`src/rtl/tdm_synth_pkg.sv`:
```
// tdm_synth_pkg: shared constants, wave-select codes and FSM encoding for the TDM voice scheduler
//   D_W, VOICES, VOICES_BITS, PHASE_W, PIPE_LAT : datapath defaults
//   ACC_W    : mix accumulator width, sized so VOICES full-scale samples cannot overflow
//   WAVE_*   : wave-select codes carried on bram_wave
//   state_e  : scheduler FSM states
package tdm_synth_pkg;
    localparam int D_W         = 16;
    localparam int VOICES      = 4;
    localparam int VOICES_BITS = 2;
    localparam int PHASE_W     = 24;
    localparam int PIPE_LAT    = 2;
    localparam int ACC_W       = D_W + VOICES_BITS;

    localparam logic [1:0] WAVE_SIN = 2'd0;
    localparam logic [1:0] WAVE_TRI = 2'd1;
    localparam logic [1:0] WAVE_SQR = 2'd2;
    localparam logic [1:0] WAVE_SAW = 2'd3;

    typedef enum logic [1:0] {
        ST_IDLE,
        ST_ISSUE,
        ST_DRAIN,
        ST_OUTPUT
    } state_e;
endpackage

```
`src/rtl/nco_bank.sv`:
```
// nco_bank: per-voice register file (fcw, wave, enable, optional gain) and phase accumulators
//   clk_i, rst_i        : clock, asynchronous active-high reset
//   cfg_*_i             : config write port, lands on the next edge
//   issue_i, slot_i     : advance the phase of voice slot_i this cycle
//   addr_o/wave_o/en_o  : lookup fields of voice slot_i (pre-update values)
//   gain_tag_i, gain_o  : gain of the voice whose sample is returning (VOICE_GAIN_EN only)
// Optional feature macro: VOICE_GAIN_EN
module nco_bank
    import tdm_synth_pkg::*;
(
    input  logic                   clk_i,
    input  logic                   rst_i,
    input  logic                   cfg_we_i,
    input  logic [VOICES_BITS-1:0] cfg_voice_i,
    input  logic [PHASE_W-1:0]     cfg_fcw_i,
    input  logic [1:0]             cfg_wave_i,
    input  logic                   cfg_en_i,
`ifdef VOICE_GAIN_EN
    input  logic [1:0]             cfg_gain_i,
    input  logic [VOICES_BITS-1:0] gain_tag_i,
    output logic [1:0]             gain_o,
`endif
    input  logic                   issue_i,
    input  logic [VOICES_BITS-1:0] slot_i,
    output logic [7:0]             addr_o,
    output logic [1:0]             wave_o,
    output logic                   en_o
);
    logic [PHASE_W-1:0] phase_q [VOICES];
    logic [PHASE_W-1:0] fcw_q   [VOICES];
    logic [1:0]         wave_q  [VOICES];
    logic [VOICES-1:0]  en_q;

    // A disabled voice restarts from phase 0 when it is next issued
    always_ff @(posedge clk_i or posedge rst_i) begin
        if (rst_i) begin
            for (int i = 0; i < VOICES; i++) begin
                phase_q[i] <= '0;
                fcw_q[i]   <= '0;
                wave_q[i]  <= '0;
            end
            en_q <= '0;
        end else begin
            if (cfg_we_i) begin
                fcw_q[cfg_voice_i]  <= cfg_fcw_i;
                wave_q[cfg_voice_i] <= cfg_wave_i;
                en_q[cfg_voice_i]   <= cfg_en_i;
            end
            if (issue_i)
                phase_q[slot_i] <= en_q[slot_i] ? phase_q[slot_i] + fcw_q[slot_i] : '0;
        end
    end

    assign addr_o = phase_q[slot_i][PHASE_W-1 -: 8];
    assign wave_o = wave_q[slot_i];
    assign en_o   = en_q[slot_i];

`ifdef VOICE_GAIN_EN
    logic [1:0] gain_q [VOICES];

    always_ff @(posedge clk_i or posedge rst_i) begin
        if (rst_i) begin
            for (int i = 0; i < VOICES; i++) gain_q[i] <= '0;
        end else if (cfg_we_i) begin
            gain_q[cfg_voice_i] <= cfg_gain_i;
        end
    end

    assign gain_o = gain_q[gain_tag_i];
`endif
endmodule

```
`src/rtl/tdm_voice_scheduler.sv`:
```
// tdm_voice_scheduler: time-multiplexes one wavetable BRAM across VOICES NCO voices and mixes the results
//   sys_clk, sys_rst          : clock, asynchronous active-high reset
//   sample_tick               : starts a frame; ticks during a frame are dropped and flag overrun
//   cfg_we/voice/fcw/wave/en  : voice configuration write
//   cfg_gain                  : per-voice attenuation shift (VOICE_GAIN_EN only)
//   bram_addr/wave/chan/en    : lookup issued to the BRAM interface, one voice per ISSUE cycle
//   smp_in, smp_vld           : returned sample, PIPE_LAT cycles after its lookup
//   mix_out, mix_vld          : average of the frame's returned samples, 1-cycle strobe
//   busy, overrun             : frame in progress, sticky dropped-tick flag
// Optional feature macro: VOICE_GAIN_EN
module tdm_voice_scheduler
    import tdm_synth_pkg::*;
(
    input  logic                   sys_clk,
    input  logic                   sys_rst,
    input  logic                   sample_tick,
    input  logic                   cfg_we,
    input  logic [VOICES_BITS-1:0] cfg_voice,
    input  logic [PHASE_W-1:0]     cfg_fcw,
    input  logic [1:0]             cfg_wave,
    input  logic                   cfg_en,
    input  logic [1:0]             cfg_gain,
    output logic [7:0]             bram_addr,
    output logic [1:0]             bram_wave,
    output logic [VOICES_BITS-1:0] bram_chan,
    output logic                   bram_en,
    input  logic [D_W-1:0]         smp_in,
    input  logic                   smp_vld,
    output logic [D_W-1:0]         mix_out,
    output logic                   mix_vld,
    output logic                   busy,
    output logic                   overrun
);
    localparam int DCNT_W = $clog2(PIPE_LAT + 1);

    state_e                 state_q, state_d;
    logic [VOICES_BITS-1:0] slot_q, slot_d;
    logic [DCNT_W-1:0]      dcnt_q, dcnt_d;
    logic [ACC_W-1:0]       acc_q, acc_d;
    logic [PIPE_LAT-1:0]    vld_q;
    logic [7:0]             addr_q;
    logic [1:0]             wave_q;
    logic [VOICES_BITS-1:0] chan_q;
    logic [D_W-1:0]         mix_q;
    logic                   mix_vld_q, overrun_q;
    logic                   issue, out_en;
    logic [7:0]             nco_addr;
    logic [1:0]             nco_wave;
    logic                   nco_en;
    logic [D_W-1:0]         smp_val;

`ifdef VOICE_GAIN_EN
    logic [VOICES_BITS-1:0] tag_q [PIPE_LAT];
    logic [1:0]             gain;

    // Voice tag travels alongside the lookup so the returning sample picks up its own gain
    always_ff @(posedge sys_clk or posedge sys_rst) begin
        if (sys_rst) begin
            for (int i = 0; i < PIPE_LAT; i++) tag_q[i] <= '0;
        end else begin
            tag_q[0] <= bram_chan;
            for (int i = 1; i < PIPE_LAT; i++) tag_q[i] <= tag_q[i-1];
        end
    end

    assign smp_val = smp_in >> gain;
`else
    logic unused_gain;
    assign unused_gain = ^cfg_gain;
    assign smp_val     = smp_in;
`endif

    nco_bank u_nco (
        .clk_i       (sys_clk),
        .rst_i       (sys_rst),
        .cfg_we_i    (cfg_we),
        .cfg_voice_i (cfg_voice),
        .cfg_fcw_i   (cfg_fcw),
        .cfg_wave_i  (cfg_wave),
        .cfg_en_i    (cfg_en),
`ifdef VOICE_GAIN_EN
        .cfg_gain_i  (cfg_gain),
        .gain_tag_i  (tag_q[PIPE_LAT-1]),
        .gain_o      (gain),
`endif
        .issue_i     (issue),
        .slot_i      (slot_q),
        .addr_o      (nco_addr),
        .wave_o      (nco_wave),
        .en_o        (nco_en)
    );

    always_ff @(posedge sys_clk or posedge sys_rst) begin
        if (sys_rst) state_q <= ST_IDLE;
        else         state_q <= state_d;
    end

    always_comb begin
        state_d = (state_q == ST_IDLE)  ? (sample_tick ? ST_ISSUE : ST_IDLE) :
                  (state_q == ST_ISSUE) ? ((slot_q == VOICES_BITS'(VOICES - 1)) ? ST_DRAIN : ST_ISSUE) :
                  (state_q == ST_DRAIN) ? ((dcnt_q == DCNT_W'(PIPE_LAT - 1)) ? ST_OUTPUT : ST_DRAIN) :
                  ST_IDLE;
    end

    // Lookup fields are live only while issuing; otherwise the last issued values are held
    always_comb begin
        issue     = state_q == ST_ISSUE;
        out_en    = state_q == ST_OUTPUT;
        busy      = state_q != ST_IDLE;
        bram_en   = issue & nco_en;
        bram_addr = issue ? nco_addr : addr_q;
        bram_wave = issue ? nco_wave : wave_q;
        bram_chan = issue ? slot_q : chan_q;
    end

    // Returned samples count only when their slot was issued enabled; IDLE discards stragglers
    always_comb begin
        slot_d = issue ? slot_q + VOICES_BITS'(1) : '0;
        dcnt_d = (state_q == ST_DRAIN) ? dcnt_q + DCNT_W'(1) : '0;
        acc_d  = (state_q == ST_IDLE) ? '0 :
                 acc_q + ((smp_vld && vld_q[PIPE_LAT-1]) ? ACC_W'(smp_val) : '0);
    end

    always_ff @(posedge sys_clk or posedge sys_rst) begin
        if (sys_rst) begin
            slot_q    <= '0;
            dcnt_q    <= '0;
            acc_q     <= '0;
            vld_q     <= '0;
            addr_q    <= '0;
            wave_q    <= '0;
            chan_q    <= '0;
            mix_q     <= '0;
            mix_vld_q <= 1'b0;
            overrun_q <= 1'b0;
        end else begin
            slot_q    <= slot_d;
            dcnt_q    <= dcnt_d;
            acc_q     <= acc_d;
            vld_q     <= (vld_q << 1) | PIPE_LAT'(bram_en);
            addr_q    <= bram_addr;
            wave_q    <= bram_wave;
            chan_q    <= bram_chan;
            mix_q     <= out_en ? acc_q[ACC_W-1:VOICES_BITS] : mix_q;
            mix_vld_q <= out_en;
            overrun_q <= overrun_q | (sample_tick & busy);
        end
    end

    assign mix_out = mix_q;
    assign mix_vld = mix_vld_q;
    assign overrun = overrun_q;
endmodule

```
`config.mk`:
```
export PLATFORM = sky130hd
export DESIGN_NAME = tdm_voice_scheduler
export DESIGN_NICKNAME = d
export VERILOG_FILES = /design/src/rtl/tdm_synth_pkg.sv /design/src/rtl/nco_bank.sv /design/src/rtl/tdm_voice_scheduler.sv
export SDC_FILE = /design/constraint.sdc
export NUM_CORES = 1
export LEC_CHECK = 0
export CORE_UTILIZATION = 50
export DETAILED_ROUTE_END_ITERATION = 8
export HOLD_SLACK_MARGIN = 0.06
export PLACE_DENSITY = 0.69
export SETUP_SLACK_MARGIN = 0.1
export SYNTH_ARGS = -nofsm -noshare
export SYNTH_HDL_FRONTEND = slang
export SYNTH_SLANG_ARGS = --single-unit
```
`constraint.sdc`:
```
create_clock -name sys_clk -period 11.47 [get_ports sys_clk]
set_input_delay 1.147 -clock sys_clk [delete_from_list [all_inputs] [get_ports sys_clk]]
set_output_delay 1.147 -clock sys_clk [all_outputs]
set_load 0.02 [all_outputs]
```
# --- Yosys cells after proc, flatten, opt, wreduce, memory -nomap -nowiden ---
# Cells that the tools add are included.
op_classes:
  addsub: 4
  n_lt_le_gt_ge: 7
  n_eq_ne: 5
  muxes: 37
  bitwise_logic: 6
  reduce_logical: 6
op_table:
  columns: ["op", "count"]
  rows:
  - ["bitwise mux 96 bit", 2]
  - ["2-to-1 mux 24 bit", 7]
  - ["binary-select mux 24 bit (select 2 bit)", 2]
  - ["demux 24 bit (select 2 bit)", 2]
  - ["adder 24 bit", 1]
  - ["2-to-1 mux 2 bit", 11]
  - ["adder 18 x 16 -> 18 bit", 1]
  - ["2-to-1 mux 18 bit", 1]
  - ["2-to-1 mux 16 bit", 1]
  - ["bitwise mux 8 bit", 1]
  - ["2-to-1 mux 8 bit", 1]
  - ["== test 2 bit (second input constant)", 3]
  - [">= comparator 3 bit (second input constant)", 2]
  - ["< comparator 2 x 3 -> 1 bit (second input constant)", 2]
  - ["< comparator 3 x 1 -> 1 bit (second input constant)", 2]
  - ["NOT 2 -> 3 bit", 2]
  - ["adder 2 x 1 -> 2 bit (second input constant)", 2]
  - ["binary-select mux 2 bit (select 2 bit)", 1]
  - ["bitwise mux 4 bit", 1]
  - ["demux 2 bit (select 2 bit)", 1]
  - ["== test 2 x 1 -> 1 bit (second input constant)", 2]
  - ["logical AND 1 bit", 4]
  - ["2-to-1 mux 1 bit", 4]
  - ["bitwise AND 1 bit", 2]
  - ["other kinds (7)", 7]
word_totals:
  regBits: 260
  output_inout_bits: 32

# --- Depth between registers and ports, before layout ---
# Gate-level depths: netlist of the first run.
depth:
  word_depth: 7
  depth_mapped: 14
  ltp_nobuf: 12

# --- By module ---
# From an unflattened synthesis of the first run, not the netlist that was laid out.
unflattened:
  hier_cells: 1113
  hier_area_um2: 13183.9
modules_own_cells:
  columns: ["module", "n_inst", "cells_per_inst", "area_per_inst_um2"]
  rows:
  - ["nco_bank", 1, 837, 10242.3]
  - ["tdm_voice_scheduler", 1, 276, 2941.6]

# --- Worst setup path before layout of the first run ---
# OpenSTA, ideal clock, no wires.
synth_timing:
  kind: "register to register"
  startpoint: "register slot_q[0]"
  endpoint: "register u_nco.phase_q[16] (netlist bit)"
  setup_ns: 0.121
  t_arrival_ns: 4.052
  required_ns: 11.349
  path_slack_ns: 7.297
  path_stages_with_launch: 15
  path_buffers: 3
  period_less_slack_ns: 4.173
  path_cell_list: "dfrtp_1 -> buf_2 -> buf_1 -> buf_2 -> mux4_2 -> ha_1 -> fa_1 -> a211oi_2 -> nor2_2 -> o31ai_4 -> o31ai_4 -> o31ai_4 -> o21ai_1 -> xnor2_2 -> a22o_1"
synth_via:
  elab_chain_len: 7
synth_lines:
  columns: ["element", "line_no", "rtl"]
  rows:
  - ["start: declaration", "tdm_voice_scheduler.sv:37", "logic [VOICES_BITS-1:0] slot_q, slot_d;"]
  - ["start signal: assignment", "tdm_voice_scheduler.sv:137", "slot_q <= slot_d;"]
  - ["NOT 2 -> 3 bit", "nco_bank.sv:50", "phase_q[slot_i] <= en_q[slot_i] ? phase_q[slot_i] + fcw_q[slot_i] : '0;"]
  - ["binary-select mux 24 bit (select 2 bit)", "nco_bank.sv:50", null]
  - ["2-to-1 mux 24 bit (not written as such) (2 in series)", "nco_bank.sv:50", null]
  - ["adder 24 bit", "nco_bank.sv:50", null]
  - ["2-to-1 mux 24 bit", "nco_bank.sv:50", null]
  - ["bitwise mux 96 bit (*)", "nco_bank.sv:50", null]
  - ["end signal: indexed assignment", "nco_bank.sv:50", null]
  - ["end: declaration", "nco_bank.sv:29", "logic [PHASE_W-1:0] phase_q [VOICES];"]
# Every way passes the cells marked *; elsewhere a longest branch is shown, timed or not. The select of a mux whose other input is x is not followed.
# A chain may end at the register's enable or synchronous reset.

# --- Final worst setup path of the first run ---
layout_timing:
  startpoint: "register slot_q[0]"
  endpoint: "register u_nco.phase_q[66] (netlist bit)"
# Same word-level chain as after synthesis.

==> out/results.env, run 1 <==
PLACEABLECOREAREA_UM2=24500
POST_ROUTE_CELLS_DRIVE_ABOVE_1_SHARE=0.241
NUMBER_OF_PORT_BUFFERS=81
SYN-CELL-AREA_UM2=12600
SYNTH.AVG_CELL_AREA_UM2=12.6
CLK_ROOT_BUFFER_CELL='sky130_fd_sc_hd__clkbuf_16'
FLOORPLAN.DIE.WIDTH_UM=161
CRIT_PATH_MAX_INCR_DELAY_PS=700
MIN_PATH_CELLS=0
YOSYS.CELL_TYPES.COUNT=55
TIMING_MAX_TRANSITION_VIOLATIONS_FINAL=0
GR-TOTAL-OVERFLOW=0
FINALCRITPERIODSHARE=0.396
REGTOREGSTARTPOINT='slot_q[0]$_DFF_PP0_'
SYNTHESIS.NETS=1103
CLOCK_PATH_BUFFERS=3
N_FILL_CELL=1990
IOPINCOUNT=84
ANTENNA_FOUND_INITIAL=0
TIMING.MAX_CAP.VIOLATIONS=0
FINAL_PERIOD_MINUS_WORST_SETUP_SLACK_PS=4540
CLOCK_SKEW_PS=13.4
CRITICAL_PATH.MOST_COMMON_CELL='sky130_fd_sc_hd__o31ai_4'
FINAL_COMMON_CELL='sky130_fd_sc_hd__dfrtp_1'
WORSTREGTOREGCELLS=12
CTS_POST_SETUP_BUFFERS_INSERTED=0
ANT_NETS=0
CTS.REPAIR.RESIZED=0
WORST_HOLD_STARTPOINT='vld_q[0]$_DFF_PP0_'
STATUS='complete, no violations'
P_LEAK_uW=0.00654
CLOCK_TREE_FROM_TRITONCTS='done'
MOSTFREQUENTLAYOUTCELLS='sky130_fd_sc_hd__dfrtp_1 (258), sky130_fd_sc_hd__mux2_2 (136), sky130_fd_sc_hd__nand2_1 (102), sky130_fd_sc_hd__clkdlybuf4s50_1 (81), sky130_fd_sc_hd__o21ai_0 (80)'
FP.DIEAREA_UM2=25900
TRITONCTS.NUM_BUFFERS=27
CRIT_PATH_CELL_TRACE='buf_4, mux4_2, ha_1, fa_1, a211oi_2, nor2_2, o31ai_4, o31ai_4, o31ai_4, nor4b_1, a221oi_2, o21ai_0'
FP-ROW-COUNT=57
CLKSINKCOUNT=260
GRT_MAX_DEGREE=104
PRE_CTS_SLACK_PS=6870
FMAXACHIEVABLE_MHz=220
YS_DOMINANT_REG_CELL='sky130_fd_sc_hd__dfrtp_1'
GRT_PASS1_VIAS=8347
POWER.DENSITY_nW_PER_UM2=288
TIMING.SETUP.CRITICAL_PATH_CLASS='reg2reg'
WORST_PIN_SLEW_PS=1130
SYN_TO_FINAL_GROWTH_PCT=15.9
HOLD_BUFFERS=0
WORST_SLACK_PS=6930
VIAS_PER_CELL=5.74
GLOBAL_ROUTE_WIRE_LENGTH_BEFORE_REPAIR_MM=43.8
RSZ0062_AT_GRT='false'
POSTSYNTHCELLCOUNT=1005
IRDROPWORSTVDD_V=0.000138
ROUTED-VIA-COUNT=8128
SYNTH_SEQ_AREA_SHARE=0.515
ENDPOINT_OF_THE_LOWEST_SLACK_REGISTER_TO_REGISTER_PATH='u_nco.phase_q[66]$_DFFE_PP0P_'
SETUP_VIOL_COUNT_FINAL=0
DETAILEDPLACEMENTHPWL_MM=16.9
CRITPATHSLOWESTCELL='sky130_fd_sc_hd__buf_4'
CTS_HTREE_LEVELS=1
NNETSFINAL=1171
CLK_PIN_SLEW_WORST_PATHS_PS=60
WORST_SLEW_MARGIN=0.244
FINAL_HOLD_VIOL_COUNT=0
DR.FIRST_ITER.DRC_COUNT=386
GLOBALPLACE.CONGESTION=0.848
SYNTH_EDF_COUNT=0
WORSTPATHREQUIRED_PS=11860
PATH_MAX_FANOUT=39
SYNTH_LARGEST_TYPE_AREA_FRACTION=0.515
STARTING_DENSITY_OF_THE_CORE=0.515
ROUTED_WL_MM=26.3
SYNTHDOMINANTAREACELLTYPE='sky130_fd_sc_hd__dfrtp_1'
HOLD_PATH.CLASS='reg2reg'
YOSYSWARNINGCOUNT=0
DIE_H_UM=161
HOLD_PATH_END='vld_q[1]$_DFF_PP0_'
CRITPATHLAUNCHTYPE='flop'
R2R_SETUP_SLK_PS=6930
TIMING.CRITICAL_PATH.ARRIVAL_PS=4930
DR_WL_CELL_UM=18.6
SYNTH.AREA.TOP_CELLS='sky130_fd_sc_hd__dfrtp_1 (51%), sky130_fd_sc_hd__mux2_2 (12%), sky130_fd_sc_hd__mux4_2 (9.1%), sky130_fd_sc_hd__ha_1 (4.4%), sky130_fd_sc_hd__o21ai_0 (3.2%)'
DETAILEDROUTE.FIRSTPASSITERATIONCOUNT=5
END_KIND='flop'
DRC_ERRORS=0
YS_FF_LATCH=260
TOTALNEGATIVESETUPSLACK_PS=0
ASYNC_RESET_FF_FRAC=1.00
GLOBALROUTETOTALUTIL=0.212
ANTENNA_CELLS=0
INSERTION_DELAY_PS=540
## Yosys cell counts (7+ instances only)
cell type,instances
sky130_fd_sc_hd__xnor2_1,15
sky130_fd_sc_hd__buf_2,8
sky130_fd_sc_hd__xor2_1,13
sky130_fd_sc_hd__a21oi_1,29
sky130_fd_sc_hd__inv_1,24
sky130_fd_sc_hd__a21o_1,17
sky130_fd_sc_hd__clkbuf_1,42
sky130_fd_sc_hd__ha_1,44
sky130_fd_sc_hd__and3_1,20
sky130_fd_sc_hd__nand2_1,102
sky130_fd_sc_hd__nand3_1,12
sky130_fd_sc_hd__nor2_1,32
sky130_fd_sc_hd__a22o_1,32
sky130_fd_sc_hd__nand2b_1,7
sky130_fd_sc_hd__mux4_2,51
sky130_fd_sc_hd__mux2_2,136
sky130_fd_sc_hd__dfrtp_1,260
sky130_fd_sc_hd__o21ai_0,80
## layout make-up
type	count	area, um^2	area share
flip-flops and latches	260	6510	0.445
multi-input cells	666	5830	0.398
repair buffers	94	908	0.0620
clock buffers	34	742	0.0507
well taps	324	405	0.0277
clock inverters	13	146	0.0100
inverters	24	97.6	0.00666
## flip-flops by register name, indices dropped and copies added, names as in the netlist, named ones only
name and count:
overrun 1, u_nco.wave_q 8, state_q 1, mix_out 16, wave_q 2, u_nco.phase_q 96, u_nco.fcw_q 96, mix_vld 1
u_nco.en_q 4, acc_q 18, chan_q 2, slot_q 2, dcnt_q 2, vld_q 2, addr_q 8
## power breakdown
part | internal [uW] | leakage, uW | total, uW | switching, uW
sequential | 1190 | 0.00327 | 1350 | 165
clock | 522 | 0.000443 | 874 | 352
combinational | 889 | 0.00282 | 2000 | 1110
## worst max-delay path by stage
stage | end | from | slack (ps)
6_report | u_nco.phase_q[66]$_DFFE_PP0P_ | slot_q[0]$_DFF_PP0_ | 6930
5_1_grt | u_nco.phase_q[18]$_DFFE_PP0P_ | slot_q[0]$_DFF_PP0_ | 6570
4_1_cts | bram_addr[0] | slot_q[0]$_DFF_PP0_ | 6850
3_5_place_dp | u_nco.phase_q[66]$_DFFE_PP0P_ | slot_q[0]$_DFF_PP0_ | 6870
3_3_place_gp | u_nco.phase_q[90]$_DFFE_PP0P_ | slot_q[0]$_DFF_PP0_ | 6920
2_1_floorplan | async pin | sys_rst | 3170
## stage by stage
stage	power (uW)	hold WS (ps)	util	cell area, um^2	cells
CTS	4250	354	0.597	14600	1415
detailed placement	3360	340	0.561	13800	1368
floorplan	2840	331	-	12600	1005
global route	4530	357	0.597	14600	1415
global placement	3310	333	0.561	13800	1368
finish	4220	356	0.597	14600	1415
## worst max-delay path: cells and delay by family (launching register included)
| family | cells | cell delay, ps |
|---|---|---|
| buffers and inverters | 1 | 700 |
| adders and majority gates | 2 | 700 |
| and+or+nand+nor | 2 | 210 |
| DFF | 1 | 640 |
| AOI/OAI and AO/OA | 6 | 1500 |
| muxes | 1 | 600 |
## routing by layer
layer | GRT usage | up-vias | routed length, um
li1 | - | 3788 | -
met1 | 0.294 | 4148 | 12200
met2 | 0.351 | 146 | 12600
met3 | 0.0308 | 46 | 1020
met4 | 0.0557 | 0 | 520
met5 | 0 | - | 0
## logic make-up after synthesis
group	Yosys count	synth area share
AND/OR/NAND/NOR	201	0.0728
buffers and inverters	79	0.0243
XOR/XNOR	29	0.0207
adder cells (fa/ha/maj)	46	0.0467
flip-flops	260	0.515
AO/OA/AOI/OAI	201	0.107
multiplexers	189	0.214
Note: power is estimated with default switching activity, not from simulation.
==> inputs of run 2 (changes only) <==
--- a/config.mk
+++ b/config.mk
@@ -8,7 +8,7 @@
 export CORE_UTILIZATION = 50
 export DETAILED_ROUTE_END_ITERATION = 8
 export HOLD_SLACK_MARGIN = 0.06
-export PLACE_DENSITY = 0.69
+export PLACE_DENSITY = 0.72
 export SETUP_SLACK_MARGIN = 0.1
 export SYNTH_ARGS = -nofsm -noshare
 export SYNTH_HDL_FRONTEND = slang
==> constraint.sdc (replaced) <==
create_clock -name sys_clk -period 4.1 [get_ports sys_clk]
set_input_delay 0.41 -clock sys_clk [delete_from_list [all_inputs] [get_ports sys_clk]]
set_output_delay 0.41 -clock sys_clk [all_outputs]
set_load 0.02 [all_outputs]
==> run 2 against run 1 <==
  * Utilization is 0.88 points higher
  * Global-route usage fell by 0.20 points
  * Via count increased by 1.2%
  * Routed wire length is 1.2% lower
  * Sequential share of layout area down 0.64 points
  * Critical endpoint is now u_nco.phase_q[22]$_DFFE_PP0P_
==> out/results.env, run 2 (same netlist as run 1, synthesis figures left out) <==
STATUS='complete, no violations'
HOLD_PATH_END='vld_q[1]$_DFF_PP0_'
MET1_USAGE=0.297  # +0.00276
GR-TOTAL-OVERFLOW=0  # unchanged
CTS_POST_SETUP_BUFFERS_INSERTED=0  # unchanged
TOTALNEGATIVESETUPSLACK_PS=0  # unchanged
FINAL_COMMON_CELL='sky130_fd_sc_hd__dfrtp_1'
CRITPATHLAUNCHTYPE='flop'
SYN_TO_FINAL_GROWTH_PCT=17.6
FINAL_HOLD_VIOL_COUNT=0  # unchanged
WORST_PIN_SLEW_PS=754  # -375 ps
POST_ROUTE_CELLS_DRIVE_ABOVE_1_SHARE=0.248  # +0.00690
DETAILEDROUTE.FIRSTPASSITERATIONCOUNT=4  # -1
GRT-BUSIEST-LAYER='met2'
ANT_NETS=0  # unchanged
CLKSINKCOUNT=260  # unchanged
WORST_HOLD_STARTPOINT='vld_q[0]$_DFF_PP0_'
FP-ROW-COUNT=57  # unchanged
GRT_PASS1_VIAS=8453  # +1.3%
DRC_ERRORS=0  # unchanged
FIN_CELLS=1429  # +0.99%
DETAILEDPLACEMENTHPWL_MM=17.1  # +1.2%
WORST_SLEW_MARGIN=0.496  # +0.252
DR_WL_CELL_UM=18.2  # -2.2%
CLK_ROOT_BUFFER_CELL='sky130_fd_sc_hd__clkbuf_16'
CTS_HTREE_LEVELS=1  # unchanged
P_LEAK_uW=0.00664  # +1.5%
NNETSFINAL=1180  # +0.77%
PLACEABLECOREAREA_UM2=24500  # unchanged
MOSTFREQUENTLAYOUTCELLS='sky130_fd_sc_hd__dfrtp_1 (258), sky130_fd_sc_hd__mux2_2 (136), sky130_fd_sc_hd__nand2_1 (102), sky130_fd_sc_hd__clkdlybuf4s50_1 (81), sky130_fd_sc_hd__o21ai_0 (80)'
NUMPLACEDINSTANCES=1375  # +0.51%
TIMING.CRITICAL_PATH.ARRIVAL_PS=4240  # -690 ps
SETUP_VIOL_COUNT_FINAL=0  # unchanged
GRT_MAX_DEGREE=140  # +35%
DIE_H_UM=161  # unchanged
FLOORPLAN.DIE.WIDTH_UM=161  # unchanged
NUMBER_OF_PORT_BUFFERS=81  # unchanged
WORSTPATHREQUIRED_PS=4590  # -7270 ps
POWER.DENSITY_nW_PER_UM2=815  # +180%
MET2_USAGE=0.345  # -0.00549
FMAXACHIEVABLE_MHz=266  # +21%
HOLD_PATH.CLASS='reg2reg'
TIMING.SETUP.CRITICAL_PATH_CLASS='reg2reg'
ROUTED-VIA-COUNT=8228  # +1.2%
TIMING_MAX_TRANSITION_VIOLATIONS_FINAL=0  # unchanged
VIAS_PER_CELL=5.76  # +0.24%
ANTENNA_CELLS=0  # unchanged
END_KIND='flop'
FINALCRITPERIODSHARE=0.916  # +0.520
ANTENNA_FOUND_INITIAL=0  # unchanged
CTS.REPAIR.RESIZED=0  # unchanged
ENDPOINT_OF_THE_LOWEST_SLACK_REGISTER_TO_REGISTER_PATH='u_nco.phase_q[22]$_DFFE_PP0P_'
IRDROPWORSTVDD_V=0.000459  # +230%
PATH_MAX_FANOUT=16  # -59%
WORSTREGTOREGCELLS=11  # -1
CLOCK_SKEW_PS=12.7  # -0.687 ps
TOP_REGS='u_nco.fcw_q x96, u_nco.phase_q x96, acc_q x18'
TRITONCTS.NUM_BUFFERS=29  # +7.4%
MIN_PATH_CELLS=0  # unchanged
FP.DIEAREA_UM2=25900  # unchanged
HOLD_BUFFERS=0  # unchanged
TOTAL_POWER_uW=12100  # +190%
REGTOREGSTARTPOINT='slot_q[0]$_DFF_PP0_'
INSERTION_DELAY_PS=550  # about the same
GLOBALROUTETOTALUTIL=0.210  # -0.00196
R2R_SETUP_SLK_PS=340  # -6580 ps
STARTING_DENSITY_OF_THE_CORE=0.515  # unchanged
N_FILL_CELL=1939  # -2.6%
GLOBAL_ROUTE_WIRE_LENGTH_BEFORE_REPAIR_MM=43.9  # +0.19%
ROUTED_WL_MM=26.0  # -1.2%
CLOCK_PATH_BUFFERS=3  # unchanged
GLOBALPLACE.CONGESTION=0.844  # -0.40%
FINAL_PERIOD_MINUS_WORST_SETUP_SLACK_PS=3760  # -785 ps
TIMING.MAX_CAP.VIOLATIONS=0  # unchanged
DR.FIRST_ITER.DRC_COUNT=558  # +45%
IOPINCOUNT=84  # unchanged
CLK_PIN_SLEW_WORST_PATHS_PS=60  # about the same
CLOCK_TREE_FROM_TRITONCTS='done'
RSZ0062_AT_GRT='false'
GRT_USE_MET3=0.0265  # -0.00437
run 2: cell types whose count changed in the layout (fill, tap and decap cells not counted), sizes merged:
| cell | before | now |
|---|---|---|
| buf | 13 | 20 |
| clkbuf | 34 | 41 |
| bufinv | 3 | 4 |
| clkinv | 8 | 7 |
| clkinvlp | 1 | 2 |
| inv | 25 | 24 |
run 2: worst max-delay path, cell delays in order (launching register included):
cell,delay [ps]
sky130_fd_sc_hd__dfrtp_4,610
sky130_fd_sc_hd__mux4_2,560
sky130_fd_sc_hd__ha_1,260
sky130_fd_sc_hd__fa_1,450
sky130_fd_sc_hd__a211oi_2,220
sky130_fd_sc_hd__nor2_2,90
sky130_fd_sc_hd__o31ai_4,280
sky130_fd_sc_hd__o31ai_4,130
sky130_fd_sc_hd__o31ai_4,420
sky130_fd_sc_hd__o31ai_2,150
sky130_fd_sc_hd__xor2_1,310
sky130_fd_sc_hd__a22o_1,190
run 2: cell type report:
cell class / instances / area (um^2) / share of cell area
inverter: 24 / 93.8 / 0.00631
clock buffer: 41 / 831 / 0.0559
multi-input combinational: 666 / 5830 / 0.393
sequential: 260 / 6510 / 0.438
timing repair buffer: 101 / 998 / 0.0672
clock inverter: 13 / 186 / 0.0125
tap: 324 / 405 / 0.0273
run 2: how the worst max path moves through the flow:
stage / startpoint / end / cells after the start
global route: slot_q[0]$_DFF_PP0_ / u_nco.phase_q[21]$_DFFE_PP0P_ / 11
finish: slot_q[0]$_DFF_PP0_ / u_nco.phase_q[22]$_DFFE_PP0P_ / 11
CTS: slot_q[0]$_DFF_PP0_ / u_nco.phase_q[22]$_DFFE_PP0P_ / 11
global placement: slot_q[0]$_DFF_PP0_ / u_nco.phase_q[21]$_DFFE_PP0P_ / 11
detailed placement: slot_q[0]$_DFF_PP0_ / u_nco.phase_q[22]$_DFFE_PP0P_ / 11
floorplan: slot_q[0]$_DFF_PP0_ / u_nco.phase_q[16]$_DFFE_PP0P_ / 14
run 2: metrics by stage:
step / setup slack [ps] / hold WS [ps] / area, um^2 / util
after floorplan: 130 / 331 / 12600 / -
after global placement: 407 / 335 / 13800 / 0.564
after detailed placement: 362 / 341 / 13800 / 0.564
after CTS: 313 / 354 / 14900 / 0.606
after global routing: 116 / 360 / 14900 / 0.606
final: 343 / 355 / 14900 / 0.606
run 2: power by group:
group / switching (uW) / total [uW] / leakage (uW) / internal [uW]
Sequential: 432 / 3750 / 0.00327 / 3320
Combinational: 3120 / 5660 / 0.00287 / 2540
Clock: 1030 / 2690 / 0.000502 / 1670
Total: 4580 / 12100 / 0.00664 / 7520
run 2: routing by layer:
metal	wire, um	part of all wire	vias up
met5	0	0	-
met4	556	0.021	0
met2	12700	0.49	153
met3	818	0.031	42
li1	-	-	3817
met1	11900	0.46	4216
